`src/rtl/dequant_zigzag_if.sv`:
```
// Coefficient stream and quant-table write port feeding dequant_zigzag.
// The master side is the entropy decoder / table loader, the slave side is the block.
interface dequant_zigzag_if;
    logic signed [11:0] coef_in;
    logic               coef_valid;
    logic               coef_last;
    logic               coef_ready;
    logic               qtab_we;
    logic [5:0]         qtab_addr;
    logic [7:0]         qtab_data;

    modport master (
        output coef_in, coef_valid, coef_last, qtab_we, qtab_addr, qtab_data,
        input  coef_ready
    );

    modport slave (
        input  coef_in, coef_valid, coef_last, qtab_we, qtab_addr, qtab_data,
        output coef_ready
    );
endinterface

```
`src/rtl/dequant_zigzag.sv`:
```
// Dequantises a zigzag-ordered coefficient stream into a natural-order 8x8 block,
// then hands the block to an IDCT through a start pulse / done level handshake.
module dequant_zigzag (
    input  logic                sys_clk,
    input  logic                sys_rst,
    dequant_zigzag_if.slave     bus,
    output logic signed [15:0]  x_out [0:7][0:7],
    output logic                idct_start,
    input  logic                idct_done,
    output logic                busy
);
    typedef enum logic [1:0] {CLEAR, FILL, START, WAIT} state_t;

    localparam logic [5:0] ZIGZAG [64] = '{
        6'd0,  6'd1,  6'd8,  6'd16, 6'd9,  6'd2,  6'd3,  6'd10,
        6'd17, 6'd24, 6'd32, 6'd25, 6'd18, 6'd11, 6'd4,  6'd5,
        6'd12, 6'd19, 6'd26, 6'd33, 6'd40, 6'd48, 6'd41, 6'd34,
        6'd27, 6'd20, 6'd13, 6'd6,  6'd7,  6'd14, 6'd21, 6'd28,
        6'd35, 6'd42, 6'd49, 6'd56, 6'd57, 6'd50, 6'd43, 6'd36,
        6'd29, 6'd22, 6'd15, 6'd23, 6'd30, 6'd37, 6'd44, 6'd51,
        6'd58, 6'd59, 6'd52, 6'd45, 6'd38, 6'd31, 6'd39, 6'd46,
        6'd53, 6'd60, 6'd61, 6'd54, 6'd47, 6'd55, 6'd62, 6'd63
    };

    state_t             state;
    state_t             state_next;
    logic [5:0]         k;
    logic [7:0]         qtab [64];
    logic               transfer;
    logic [7:0]         q;
    logic [5:0]         nat;
    logic signed [20:0] prod;
    logic signed [15:0] sat;

    assign transfer = bus.coef_valid && bus.coef_ready;
    assign q        = qtab[k];
    assign nat      = ZIGZAG[k];
    assign prod     = $signed({{9{bus.coef_in[11]}}, bus.coef_in}) * $signed({13'd0, q});

    always_comb begin
        if (prod > 21'sd32767) begin
            sat = 16'sh7fff;
        end else if (prod < -21'sd32768) begin
            sat = 16'sh8000;
        end else begin
            sat = prod[15:0];
        end
    end

    always_ff @(posedge sys_clk) begin
        if (sys_rst) begin
            state <= CLEAR;
        end else begin
            state <= state_next;
        end
    end

    always_comb begin
        state_next     = state;
        bus.coef_ready = 1'b0;
        idct_start     = 1'b0;
        busy           = 1'b1;
        case (state)
            CLEAR: state_next = FILL;
            FILL: begin
                bus.coef_ready = 1'b1;
                busy           = 1'b0;
                if (transfer && (bus.coef_last || k == 6'd63)) begin
                    state_next = START;
                end
            end
            START: begin
                idct_start = 1'b1;
                state_next = WAIT;
            end
            WAIT: begin
                if (idct_done) begin
                    state_next = CLEAR;
                end
            end
            default: state_next = CLEAR;
        endcase
    end

    // The multiply reads qtab[k] combinationally, so a same-edge table write
    // to that entry only affects later transfers.
    always_ff @(posedge sys_clk) begin
        if (sys_rst) begin
            for (int i = 0; i < 64; i++) begin
                qtab[i] <= 8'd1;
            end
        end else if (bus.qtab_we) begin
            qtab[bus.qtab_addr] <= bus.qtab_data;
        end
    end

    always_ff @(posedge sys_clk) begin
        if (sys_rst || state == CLEAR) begin
            k <= '0;
        end else if (transfer) begin
            k <= k + 6'd1;
        end
    end

    always_ff @(posedge sys_clk) begin
        if (sys_rst || state == CLEAR) begin
            for (int r = 0; r < 8; r++) begin
                for (int c = 0; c < 8; c++) begin
                    x_out[r][c] <= '0;
                end
            end
        end else if (transfer) begin
            x_out[nat[5:3]][nat[2:0]] <= sat;
        end
    end
endmodule
```
`src/flat_wrapper.sv`:
```
// flat-port wrapper written by rule: the top's interface ports become plain ports
module dequant_zigzag_flat 
  (sys_clk, sys_rst, x_out, idct_start, idct_done, busy, bus_coef_in, bus_coef_valid, bus_coef_last, bus_qtab_we, bus_qtab_addr, bus_qtab_data, bus_coef_ready);
  dequant_zigzag_if bus_i ();
  input  logic sys_clk;
  input  logic sys_rst;
  output logic signed [15:0] x_out[0:7][0:7];
  output logic idct_start;
  input  logic idct_done;
  output logic busy;
  input wire logic [$bits(bus_i.coef_in)-1:0] bus_coef_in;
  input wire logic [$bits(bus_i.coef_valid)-1:0] bus_coef_valid;
  input wire logic [$bits(bus_i.coef_last)-1:0] bus_coef_last;
  input wire logic [$bits(bus_i.qtab_we)-1:0] bus_qtab_we;
  input wire logic [$bits(bus_i.qtab_addr)-1:0] bus_qtab_addr;
  input wire logic [$bits(bus_i.qtab_data)-1:0] bus_qtab_data;
  output wire logic [$bits(bus_i.coef_ready)-1:0] bus_coef_ready;
  assign bus_i.coef_in = bus_coef_in;
  assign bus_i.coef_valid = bus_coef_valid;
  assign bus_i.coef_last = bus_coef_last;
  assign bus_i.qtab_we = bus_qtab_we;
  assign bus_i.qtab_addr = bus_qtab_addr;
  assign bus_i.qtab_data = bus_qtab_data;
  assign bus_coef_ready = bus_i.coef_ready;
  dequant_zigzag u_core (.sys_clk(sys_clk), .sys_rst(sys_rst), .bus(bus_i), .x_out(x_out), .idct_start(idct_start), .idct_done(idct_done), .busy(busy));
endmodule
```
`config.mk`:
```
export PLATFORM = sky130hd
export DESIGN_NAME = dequant_zigzag_flat
export DESIGN_NICKNAME = d
export VERILOG_FILES = /design/src/rtl/dequant_zigzag_if.sv /design/src/rtl/dequant_zigzag.sv /design/src/flat_wrapper.sv
export SDC_FILE = /design/constraint.sdc
export NUM_CORES = 2
export LEC_CHECK = 0
export CAP_MARGIN = 20
export CORE_AREA = 3 3 410 412
export CTS_CLUSTER_SIZE = 28
export DETAILED_ROUTE_END_ITERATION = 10
export DIE_AREA = 0 0 413 415
export HOLD_SLACK_MARGIN = 0.1
export SLEW_MARGIN = 20
export SYNTH_ARGS = -nofsm -noshare
export SYNTH_HDL_FRONTEND = slang
export SYNTH_SLANG_ARGS = --single-unit
export TNS_END_PERCENT = 20
```
`constraint.sdc`:
```
create_clock -name sys_clk -period 11.1 [get_ports sys_clk]
set_input_delay 1.11 -clock sys_clk [delete_from_list [all_inputs] [get_ports sys_clk]]
set_output_delay 1.11 -clock sys_clk [all_outputs]
set_load 0.05 [all_outputs]
```
==> out/metrics.cfg <==
[timing]
hold_viol_final=0
drv_slew=0
tns_ns=0
max_freq_mhz=109
slew_headroom_pct=12.6
rsz0062_at_grt=false
finalCritPeriodShare_pct=82.8
setup_ws_ns=1.91
whs_ns=0.496
clock-skew-final_ns=0.0268
finalCriticalPeriod_ns=9.19
setup_viol=0
tightestPinTransition_ns=1.31

[die]
initial_core_util_pct=37.8
io_pins=1059
die_height_um=415
die_w_um=413
dieArea_mm2=0.171
row_count=149
fp.coreArea_mm2=0.165

[layout]
n_fill_cell=14715
instances_no_fill=8852
synthToLayoutAreaGrowth_pct=29.2
drive_above_1_share_pct=11.0
finish.utilization_pct=48.8
most-common-layout-cells=clkdlybuf4s50_1 (1049), dfxtp_1 (1034), a21oi_1 (985)
nets=6702
fin_area_mm2=0.0805
final_common_cell=clkdlybuf4s50_1
regArea_mm2=0.0362
multiInputGateArea_mm2=0.0238

[logic_synthesis]
synthArstFlopShare_pct=0
synthDistinctLibCells=63
yosysTopAreaCellShare_pct=33.4
synthAdderAreaFrac_pct=3.69
yosysSeqAreaShare_pct=58.0
synth_simple_gate_area_share_pct=9.97
ys_seq_elements=1550
synth_fp_nets=5876
netlist_area_mm2=0.0623
synth_top_area_cell=dfxtp_1
netlist_instances=5707
synth_compound_area_share_pct=16.6
synth_edf_count=512
netlist_top_cells_area=dfxtp_1 (33%), edfxtp_1 (25%), a21oi_1 (7.9%)
avgSynthCellArea_um2=10.9
yosysWarnings=0
ys.flop_type=dfxtp_1
synth_top_family_by_area=compound AO/OA/AOI/OAI gates
synth_xor_area_share_pct=0.325
synthMuxAreaShare_pct=7.16

[drt]
antenna_left=0
drt-total-wl_um=246000
drc=0
drtIter0Drc=4914
wl_per_cell_um=27.8
vias_per_cell=5.61
drt_first_pass_iters=5
vias=49670

[placed_design]
portBuffers=1058
placed_cells=8547
globalplace.congestion=0.872
place_worst_setup_slack_ns=1.92
dpl_cell_area_mm2=0.0749
hpwl_um=163000

[critical_path]
r2r_end=u_core.x_out[265]
critPathMaxFanout=64
arrival_ns=9.83
r2r_slack_ns=1.91
crit_required_ns=11.74
cp-end-kind=flip-flop
timing.reg2reg.worst_path_depth=23
critPathLaunchType=flip-flop
critPathKind=reg2reg

[clocking]
post_cts_resized=0
numCtsBuffers=167
cts-root-buf=clkbuf_16
clock-sinks=1550
hold_buffers=0
cts_buffer_depth=3
post-cts-setup-buffer-count=0
htree_num_levels=4
cts_tree=done
clk_pin_slew_ns=0.06
clock_latency_ns=0.81

[pwr]
pwr_density_cell_mw_per_mm2=323
p_leak_nw=28.5
total_power_mw=26.0
vdd_ir_drop_max_mv=1.32

[global_route]
met3_usage_pct=7.09
antenna_found_initial=5
grt_max_degree=331
global_route.usage.met2_pct=44.4
gr-usage-met1_pct=35.1
grt_usage_pct=27.6
grt_pass1_vias=47958
grt_first_pass_wirelength_um=351000
busiest_layer=met2
grt_overflow=0

[run_status]
status=finished clean

[worst_hold_path]
hold_depth=2
min_path_type=reg2reg
min_from=u_core.x_out[623]
min_to=u_core.x_out[623]

[job]
max-cap-violations=0

-- worst max-delay path by stage --
stage	startpoint	to	slack (ns)	depth (start not counted)
2_1_floorplan	flip-flop	u_core.x_out[485]	3.14	26
3_3_place_gp	flip-flop	u_core.x_out[888]	1.87	23
3_5_place_dp	flip-flop	u_core.x_out[902]	1.92	23
4_1_cts	flip-flop	u_core.x_out[902]	1.92	23
5_1_grt	flip-flop	u_core.x_out[330]	1.49	24
6_report	flip-flop	u_core.x_out[265]	1.91	23
-- synthesized netlist by cell type, types with 13 or more instances --
cell type	instances
clkbuf_1	399
and2_1	509
or2_2	67
mux4_2	165
buf_1	36
a21oi_1	985
ha_1	59
nor2_1	204
buf_2	81
edfxtp_1	512
or3_1	71
nor3_2	46
o21ai_0	975
nand2_1	73
dfxtp_1	1038
nor2b_1	13
mux2i_1	71
nand2b_1	24
fa_1	78
nor3_1	22
inv_1	130
-- logic make-up after synthesis --
| group | after synthesis |
|---|---|
| DFF | 1550 |
| xor gates and xnor gates | 20 |
| muxes | 239 |
| and+or+nand+nor | 1077 |
| adders and majority gates | 137 |
| buffers and inverters | 656 |
| AOI/OAI and AO/OA | 2028 |
-- critical path: stages, from the launching register on --
cell and delay [ns]:
dfxtp_4 0.66, buf_12 0.36, mux4_2 0.58, mux4_2 0.56, mux4_2 0.66, and2_1 0.27
fa_1 0.61, inv_1 0.14, fa_1 0.51, inv_1 0.05, fa_1 0.53, inv_1 0.05
fa_1 0.48, inv_1 0.04, ha_1 0.39, nand2_1 0.07, or3_1 0.41, a21o_1 0.20
a211oi_4 0.21, buf_4 0.33, a41oi_4 0.06, buf_12 0.23, nor3_2 1.05, a21oi_1 0.18
-- flip-flops by register name, summed over array words and instances (netlist names), named ones only --
| signal | count |
|---|---|
| u_core.k | 6 |
| u_core.qtab | 512 |
| u_core.state | 2 |
| u_core.x_out | 1024 |
-- cell type report --
type,count,share of cell area [%]
Sequential cell,1550,44.9
Multi-Input combinational cell,3501,29.6
Timing Repair Buffer,1183,14.6
Clock buffer,235,5.93
Tap cell,2189,3.40
Clock inverter,63,0.849
Inverter,130,0.607
Antenna cell,1,0.00311
-- where the power goes --
group	internal, mW	switching (mW)
Clock	3.25	2.35
Sequential	5.96	0.0474
Combinational	2.83	11.5
-- metal layers --
metal / wire, um / part of all wire [%] / vias to the layer above
met4: 11800 / 4.8 / 6
met3: 20400 / 8.3 / 499
met5: 37 / 0.015 / -
met1: 98600 / 40 / 25082
met2: 115000 / 47 / 2203
li1: - / - / 21880
Power figures use the tool's default switching activity.
